<file path="src/rtl/ctrl_uart_tx.sv">
// ctrl_uart_tx -- buffered 8N1 UART transmitter for the ctrlsoc serial console.
//
// Bytes written by firmware are queued in a small FIFO. A bit-timer FSM sends
// each byte as one start bit (0), eight data bits LSB-first and one stop bit (1).
// Every bit lasts CLK_DIV clock cycles. When the FIFO still holds data at the
// end of a stop bit, the next start bit follows at once, with no idle gap.
//
// Ports:
//   clk        in   system clock, rising edge
//   reset      in   asynchronous, active-high reset; aborts any frame in flight
//                   and discards every queued byte
//   wr_valid   in   a byte is offered on wr_data
//   wr_data    in   byte to transmit
//   wr_ready   out  the FIFO has room (fifo_level != FIFO_DEPTH)
//   ser_tx     out  serial line; idles high and is driven straight from a flop
//   busy       out  a frame is in progress or the FIFO is not empty
//   fifo_level out  number of queued bytes, 0..FIFO_DEPTH
//
// Handshake: a byte is taken on a rising edge where wr_valid && wr_ready.
// wr_ready depends only on fifo_level, never on wr_valid. When the FIFO is full,
// a write is refused even if a byte is popped on that same edge.
module ctrl_uart_tx #(
  parameter int CLK_DIV    = 104,
  parameter int FIFO_DEPTH = 16,
  parameter int FIFO_AW    = 4
) (
  input  logic               clk,
  input  logic               reset,
  input  logic               wr_valid,
  input  logic [7:0]         wr_data,
  output logic               wr_ready,
  output logic               ser_tx,
  output logic               busy,
  output logic [FIFO_AW:0]   fifo_level
);

  typedef enum logic [1:0] {S_IDLE, S_START, S_DATA, S_STOP} state_t;

  localparam logic [15:0]      TIMER_RELOAD = 16'(CLK_DIV - 1);
  localparam logic [FIFO_AW:0] LEVEL_FULL   = (FIFO_AW + 1)'(FIFO_DEPTH);

  state_t               state;
  state_t               state_nxt;

  logic [7:0]           mem [FIFO_DEPTH];
  logic [FIFO_AW-1:0]   wr_ptr;
  logic [FIFO_AW-1:0]   rd_ptr;
  logic [15:0]          timer;
  logic [2:0]           bit_idx;
  logic [7:0]           shift;

  logic                 push;
  logic                 fifo_empty;
  logic                 timer_done;

  // Control strobes produced by the FSM output decoder
  logic                 pop;
  logic                 load_timer;
  logic                 shift_en;
  logic                 clr_idx;
  logic                 tx_load;
  logic                 tx_next;

  assign fifo_empty = (fifo_level == '0);
  assign wr_ready   = (fifo_level != LEVEL_FULL);
  assign push       = wr_valid && wr_ready;
  assign timer_done = (timer == '0);
  assign busy       = (state != S_IDLE) || !fifo_empty;

  // ---------------- FSM: state register ----------------
  always_ff @(posedge clk or posedge reset) begin
    if (reset) state <= S_IDLE;
    else       state <= state_nxt;
  end

  // ---------------- FSM: next state ----------------
  always_comb begin
    state_nxt = state;
    case (state)
      S_IDLE:  if (!fifo_empty) state_nxt = S_START;
      S_START: if (timer_done)  state_nxt = S_DATA;
      S_DATA:  if (timer_done && (bit_idx == 3'd7)) state_nxt = S_STOP;
      S_STOP:  if (timer_done)  state_nxt = fifo_empty ? S_IDLE : S_START;
      default: state_nxt = S_IDLE;
    endcase
  end

  // ---------------- FSM: outputs (datapath strobes) ----------------
  always_comb begin
    pop        = 1'b0;
    load_timer = 1'b0;
    shift_en   = 1'b0;
    clr_idx    = 1'b0;
    tx_load    = 1'b0;
    tx_next    = 1'b1;
    case (state)
      S_IDLE: begin
        if (!fifo_empty) begin
          pop        = 1'b1;
          load_timer = 1'b1;
          tx_load    = 1'b1;
          tx_next    = 1'b0;
        end
      end
      S_START: begin
        if (timer_done) begin
          clr_idx    = 1'b1;
          load_timer = 1'b1;
          tx_load    = 1'b1;
          tx_next    = shift[0];
        end
      end
      S_DATA: begin
        if (timer_done) begin
          load_timer = 1'b1;
          tx_load    = 1'b1;
          if (bit_idx == 3'd7) begin
            tx_next = 1'b1;
          end else begin
            // The next bit is shift[1], because shift moves right on this same edge.
            shift_en = 1'b1;
            tx_next  = shift[1];
          end
        end
      end
      S_STOP: begin
        if (timer_done) begin
          tx_load = 1'b1;
          if (!fifo_empty) begin
            // Start the next frame at once so frames stay back to back.
            pop        = 1'b1;
            load_timer = 1'b1;
            tx_next    = 1'b0;
          end else begin
            tx_next = 1'b1;
          end
        end
      end
      default: ;
    endcase
  end

  // ---------------- Datapath ----------------
  always_ff @(posedge clk or posedge reset) begin
    if (reset) begin
      ser_tx     <= 1'b1;
      timer      <= '0;
      bit_idx    <= '0;
      shift      <= '0;
      wr_ptr     <= '0;
      rd_ptr     <= '0;
      fifo_level <= '0;
    end else begin
      if (tx_load) ser_tx <= tx_next;

      // The timer stays at 0 in IDLE and counts down in every other state.
      if (load_timer)                          timer <= TIMER_RELOAD;
      else if (!timer_done && state != S_IDLE) timer <= timer - 16'd1;

      if (pop) begin
        shift  <= mem[rd_ptr];
        rd_ptr <= rd_ptr + FIFO_AW'(1);
      end else if (shift_en) begin
        shift  <= {1'b0, shift[7:1]};
      end

      if (clr_idx)       bit_idx <= '0;
      else if (shift_en) bit_idx <= bit_idx + 3'd1;

      if (push) wr_ptr <= wr_ptr + FIFO_AW'(1);

      case ({push, pop})
        2'b10:   fifo_level <= fifo_level + (FIFO_AW + 1)'(1);
        2'b01:   fifo_level <= fifo_level - (FIFO_AW + 1)'(1);
        default: fifo_level <= fifo_level;
      endcase
    end
  end

  // The storage array has no reset; the pointers and level define its contents.
  always_ff @(posedge clk) begin
    if (push) mem[wr_ptr] <= wr_data;
  end

endmodule

</file>
<file path="config.mk">
export PLATFORM = sky130hd
export DESIGN_NAME = ctrl_uart_tx
export DESIGN_NICKNAME = d
export VERILOG_FILES = /design/src/rtl/ctrl_uart_tx.sv
export SDC_FILE = /design/constraint.sdc
export NUM_CORES = 1
export LEC_CHECK = 0
export CORE_MARGIN = 5
export CORE_UTILIZATION = 50
export DETAILED_ROUTE_END_ITERATION = 7
export PLACE_DENSITY = 0.69
export SLEW_MARGIN = 20
export SYNTH_ARGS = -nofsm -noshare
export SYNTH_HDL_FRONTEND = slang
export SYNTH_SLANG_ARGS = --single-unit
</file>
<file path="constraint.sdc">
create_clock -name clk -period 3.45 [get_ports clk]
set_input_delay 0.5175 -clock clk [delete_from_list [all_inputs] [get_ports clk]]
set_output_delay 0.5175 -clock clk [all_outputs]
set_load 0.01 [all_outputs]
</file>
==> results.py, run 1 <==
metrics = {
    "outcome": {
        "outcome": "finished clean",
    },
    "setup_path": {
        "timing.critical_path.slowest_cell_delay_ns": 0.63,
        "worstSetupEndpointType": "flop",
        "timing.critical_path.cells": "or4_1, and4b_1, a21oi_1, nor3_2, ha_1, xor2_1, ha_1, nor2b_1, o21ai_0, a31oi_1, nor2_1, xnor2_1",
        "worstPathRequired_ns": 3.76,
        "path_class": "reg -> reg",
        "critPathSlowestCell": "sky130_fd_sc_hd__or4_1",
        "cp-start-kind": "flop",
        "arrival_ns": 3.52,
        "most_common_cell_on_crit_path": "sky130_fd_sc_hd__ha_1",
        "path_max_fanout": 8,
    },
    "pwr": {
        "irDropWorstVdd_mv": 0.348,
        "leakage_nw": 3.00,
        "cellInternalPower_w": 0.00368,
        "comb_power_share_pct": 11.9,
        "power_frac_clock_pct": 36.1,
        "switching_power_w": 0.00123,
        "design_power_total_w": 0.00490,
        "power.share.switching_pct": 25.0,
        "power_per_standard_cell_area_nw_per_um2": 583,
        "power_frac_seq_pct": 52.0,
    },
    "final_layout": {
        "nNetsFinal": 516,
        "area_used_by_multi_input_combinational_logic_um2": 2300,
        "syn2layout_area_growth_pct": 14.2,
        "drive_above_1_share_pct": 21.5,
        "filler_cell_count": 1085,
        "antennaDiodeCount": 0,
        "instances_no_fill": 682,
        "ff_latch_area_um2": 4920,
        "design_area_um2": 8400,
    },
    "cts": {
        "cts_max_path_buffers": 2,
        "cts-htree-levels": 4,
        "worst_setup_hold_path_clk_slew_ns": 0.06,
        "cts_tree": "done",
        "hold_buffers": 0,
        "clk-insertion-delay-late_ns": 0.42,
        "cts.root.buffer_cell": "sky130_fd_sc_hd__clkbuf_16",
        "cts_inserted_buffers": 17,
        "cts.sinks": 171,
        "post-cts-setup-buffer-count": 0,
        "cts_repair_resize_count": 0,
    },
    "synth": {
        "postSynth.asyncResetShare_pct": 25.1,
        "yosysUniqueCellTypes": 54,
        "post_synth_top_flop": "sky130_fd_sc_hd__edfxtp_1",
        "synth_instances": 448,
        "synth_top_area_share_pct": 52.2,
        "post_synth.cell_area_avg_um2": 16.4,
        "synthTopCellsByArea": "sky130_fd_sc_hd__edfxtp_1, sky130_fd_sc_hd__dfrtp_1, sky130_fd_sc_hd__mux4_2, sky130_fd_sc_hd__ha_1, sky130_fd_sc_hd__mux2i_1",
        "synth_enable_flop_cells": 128,
        "yosys_register_bits": 171,
        "netlist_area_um2": 7360,
        "seq_area_frac_synth_pct": 66.9,
        "postSynthNetCount": 477,
        "synth_warnings": 0,
        "synth_top_area_cell": "sky130_fd_sc_hd__edfxtp_1",
    },
    "timing": {
        "timing_max_transition_violations_final": 0,
        "setup_tns_ns": 0,
        "min_period_ns": 3.21,
        "maxSlewHeadroom_pct": 42.2,
        "fin_worst_skew_ns": 0.00756,
        "grt_setup_unrepaired": "false",
        "achievable-frequency_mhz": 311,
        "setup_viol": 0,
        "finalHoldViolCount": 0,
        "max_slew.worst_pin.slew_ns": 0.865,
        "finalHoldWorstSlack_ns": 0.474,
        "min_period_over_period_pct": 93.1,
    },
    "global_routing": {
        "first_global_vias": 4153,
        "grt_antenna_before_repair": 0,
        "gr-total-overflow": 0,
        "grt_pass1_wl_mm": 22.9,
        "grt_use_total_pct": 17.2,
        "grt_max_degree": 27,
    },
    "min_path": {
        "holdCritPathClass": "in -> async",
    },
    "floorplan": {
        "chip_width_um": 131,
        "dieHeight_um": 131,
        "core_area_um2": 14500,
        "floorplan.initialDensity_pct": 50.8,
        "io_pins": 19,
        "rows": 44,
        "die_ar_um2": 17200,
    },
    "routing": {
        "detail_route.wirelength_mm": 14.2,
        "num_vias": 3985,
        "routed_via_density": 5.84,
        "drc": 0,
        "route.detailed.wl_per_inst_um": 20.8,
        "initialDrtViolationCount": 321,
        "drt_pre_antenna_iters": 5,
        "drt_antenna_net_count": 0,
    },
    "job": {
        "max-cap-violations": 0,
    },
    "placed_design": {
        "buffer_ports.inserted": 18,
        "routabilityCongestion": 0.795,
        "dp_area_um2": 7860,
        "dpl.cell_count": 652,
        "place_hpwl_mm": 9.41,
    },
}
area by class of cell:
type,count,area share (%)
clock buffer,18,5.11
clock inverter,12,1.38
inverter,11,0.491
multi-input combinational,245,27.3
sequential,171,58.6
tap,184,2.74
timing repair buffer,41,4.35
critical path: cells and delay by family, from the launching register on:
family,cells,cell delay [ns]
xor gates and xnor gates,2,0.31
and+or+nand+nor,5,1.37
adders and majority gates,2,0.58
AOI/OAI and AO/OA,3,0.43
DFF,1,0.43
Yosys cell counts, types with 2 or more instances:
cell type	instances
sky130_fd_sc_hd__xor2_1	16
sky130_fd_sc_hd__buf_1	6
sky130_fd_sc_hd__a211o_1	3
sky130_fd_sc_hd__nor4b_1	2
sky130_fd_sc_hd__ha_1	18
sky130_fd_sc_hd__nor2b_1	3
sky130_fd_sc_hd__mux2_2	3
sky130_fd_sc_hd__dfrtp_1	42
sky130_fd_sc_hd__nand3_1	7
sky130_fd_sc_hd__a21boi_1	2
sky130_fd_sc_hd__a22o_1	8
sky130_fd_sc_hd__nand2_1	14
sky130_fd_sc_hd__inv_1	11
sky130_fd_sc_hd__or3_1	2
sky130_fd_sc_hd__nor2_1	22
sky130_fd_sc_hd__edfxtp_1	128
sky130_fd_sc_hd__nor4_1	6
sky130_fd_sc_hd__o21a_1	2
sky130_fd_sc_hd__a221oi_1	9
sky130_fd_sc_hd__o31ai_1	2
sky130_fd_sc_hd__mux4_2	32
sky130_fd_sc_hd__o21ai_1	2
sky130_fd_sc_hd__nand2b_1	8
sky130_fd_sc_hd__and2_1	3
sky130_fd_sc_hd__o211ai_1	2
sky130_fd_sc_hd__o21ai_0	6
sky130_fd_sc_hd__clkbuf_1	8
sky130_fd_sc_hd__a21oi_1	5
sky130_fd_sc_hd__or4_1	4
sky130_fd_sc_hd__buf_4	2
sky130_fd_sc_hd__xnor2_1	9
sky130_fd_sc_hd__mux2i_1	17
sky130_fd_sc_hd__a21o_1	2
sky130_fd_sc_hd__nor2_2	10
sky130_fd_sc_hd__buf_2	4
sky130_fd_sc_hd__or2_2	2
sky130_fd_sc_hd__nor3_1	9
power groups by stage:
stage                     logic (W)  registers (W)  clock network (W)
after floorplan            0.000373        0.00253                  0
after global placement     0.000562        0.00258                  0
after detailed placement   0.000585        0.00259                  0
after CTS                  0.000589        0.00255            0.00180
after global routing       0.000636        0.00257            0.00191
final                      0.000581        0.00255            0.00177
layer usage:
layer | routed length, um | part of all wire (%) | track usage [%]
met5 | 0 | 0 | 0
met4 | 275 | 1.9 | 6.29
met3 | 913 | 6.4 | 4.47
met2 | 7010 | 49 | 26.7
met1 | 6010 | 42 | 23.6
layout by cell type (no fill, tap or decap), types with 2 or more instances in the layout:
cell and count:
sky130_fd_sc_hd__o211ai_1 2, sky130_fd_sc_hd__nor2_1 22, sky130_fd_sc_hd__or2_2 2, sky130_fd_sc_hd__and2_1 3, sky130_fd_sc_hd__or3_1 2, sky130_fd_sc_hd__a221oi_1 9, sky130_fd_sc_hd__clkbuf_16 17, sky130_fd_sc_hd__or4_1 4
sky130_fd_sc_hd__xnor2_1 9, sky130_fd_sc_hd__inv_1 10, sky130_fd_sc_hd__mux2i_1 17, sky130_fd_sc_hd__o21ai_1 2, sky130_fd_sc_hd__o21a_1 2, sky130_fd_sc_hd__nand2_1 14, sky130_fd_sc_hd__o21ai_0 6, sky130_fd_sc_hd__o31ai_1 2
sky130_fd_sc_hd__nor4b_1 2, sky130_fd_sc_hd__a21o_1 2, sky130_fd_sc_hd__ha_1 18, sky130_fd_sc_hd__nand2b_1 8, sky130_fd_sc_hd__a211o_1 3, sky130_fd_sc_hd__nor3_1 8, sky130_fd_sc_hd__mux4_2 32, sky130_fd_sc_hd__edfxtp_1 128
sky130_fd_sc_hd__xor2_1 16, sky130_fd_sc_hd__mux2_2 3, sky130_fd_sc_hd__a21oi_1 5, sky130_fd_sc_hd__buf_4 22, sky130_fd_sc_hd__inv_6 4, sky130_fd_sc_hd__a21boi_1 2, sky130_fd_sc_hd__clkinv_4 2, sky130_fd_sc_hd__a22o_1 8
sky130_fd_sc_hd__dfrtp_1 41, sky130_fd_sc_hd__nor4_1 6, sky130_fd_sc_hd__nor2_2 10, sky130_fd_sc_hd__nand3_1 7, sky130_fd_sc_hd__nor2b_1 3, sky130_fd_sc_hd__clkinv_2 3, sky130_fd_sc_hd__clkdlybuf4s50_1 18
cell families after synthesis:
group / after synthesis / share of synthesized area, %
adders and majority gates: 18 / 3.06
DFF: 171 / 66.9
buffers and inverters: 32 / 1.96
muxes: 52 / 12.6
AOI/OAI and AO/OA: 50 / 5.12
xor gates and xnor gates: 25 / 2.98
and+or+nand+nor: 100 / 7.43
final timing paths:
kind | from | endpoint | slack, ns | depth (start not counted)
min reg2reg | ser_tx$_DFFE_PP1P_ | ser_tx$_DFFE_PP1P_ | 0.51 | 2
max in group asynchronous | reset | rd_ptr[0]$_DFFE_PP0N_ | 2.30 | 3
max | timer[2]$_DFFE_PP0P_ | fifo_level[4]$_DFFE_PP0P_ | 0.24 | 12
min | reset | wr_ptr[3]$_DFFE_PP0P_ | 0.47 | 2
max reg2reg | timer[2]$_DFFE_PP0P_ | fifo_level[4]$_DFFE_PP0P_ | 0.24 | 12
min in group clk | ser_tx$_DFFE_PP1P_ | ser_tx$_DFFE_PP1P_ | 0.51 | 2
sequential cells by signal (all words and copies together), names as in the netlist:
register	flops
bit_idx	3
fifo_level	5
mem	128
rd_ptr	4
ser_tx	1
shift	8
state	2
timer	16
wr_ptr	4
through the flow:
step / util (%) / setup slack (ns)
3_3_place_gp: 54.3 / 0.431
2_1_floorplan: - / 0.108
4_1_cts: 58.0 / 0.284
6_report: 58.0 / 0.238
5_1_grt: 58.0 / 0.0266
3_5_place_dp: 54.3 / 0.309
Power figures use the tool's default switching activity.
==> run 2: changes to the inputs <==
- TNS_END_PERCENT: not set -> 20
==> results of run 2 <==
Final layout, timing and power as in run 1 (identical DEF).
==> run 3: changes to the inputs <==
- CAP_MARGIN: not set -> 20
==> results of run 3 <==
Final layout, timing and power as in run 1 (identical DEF).
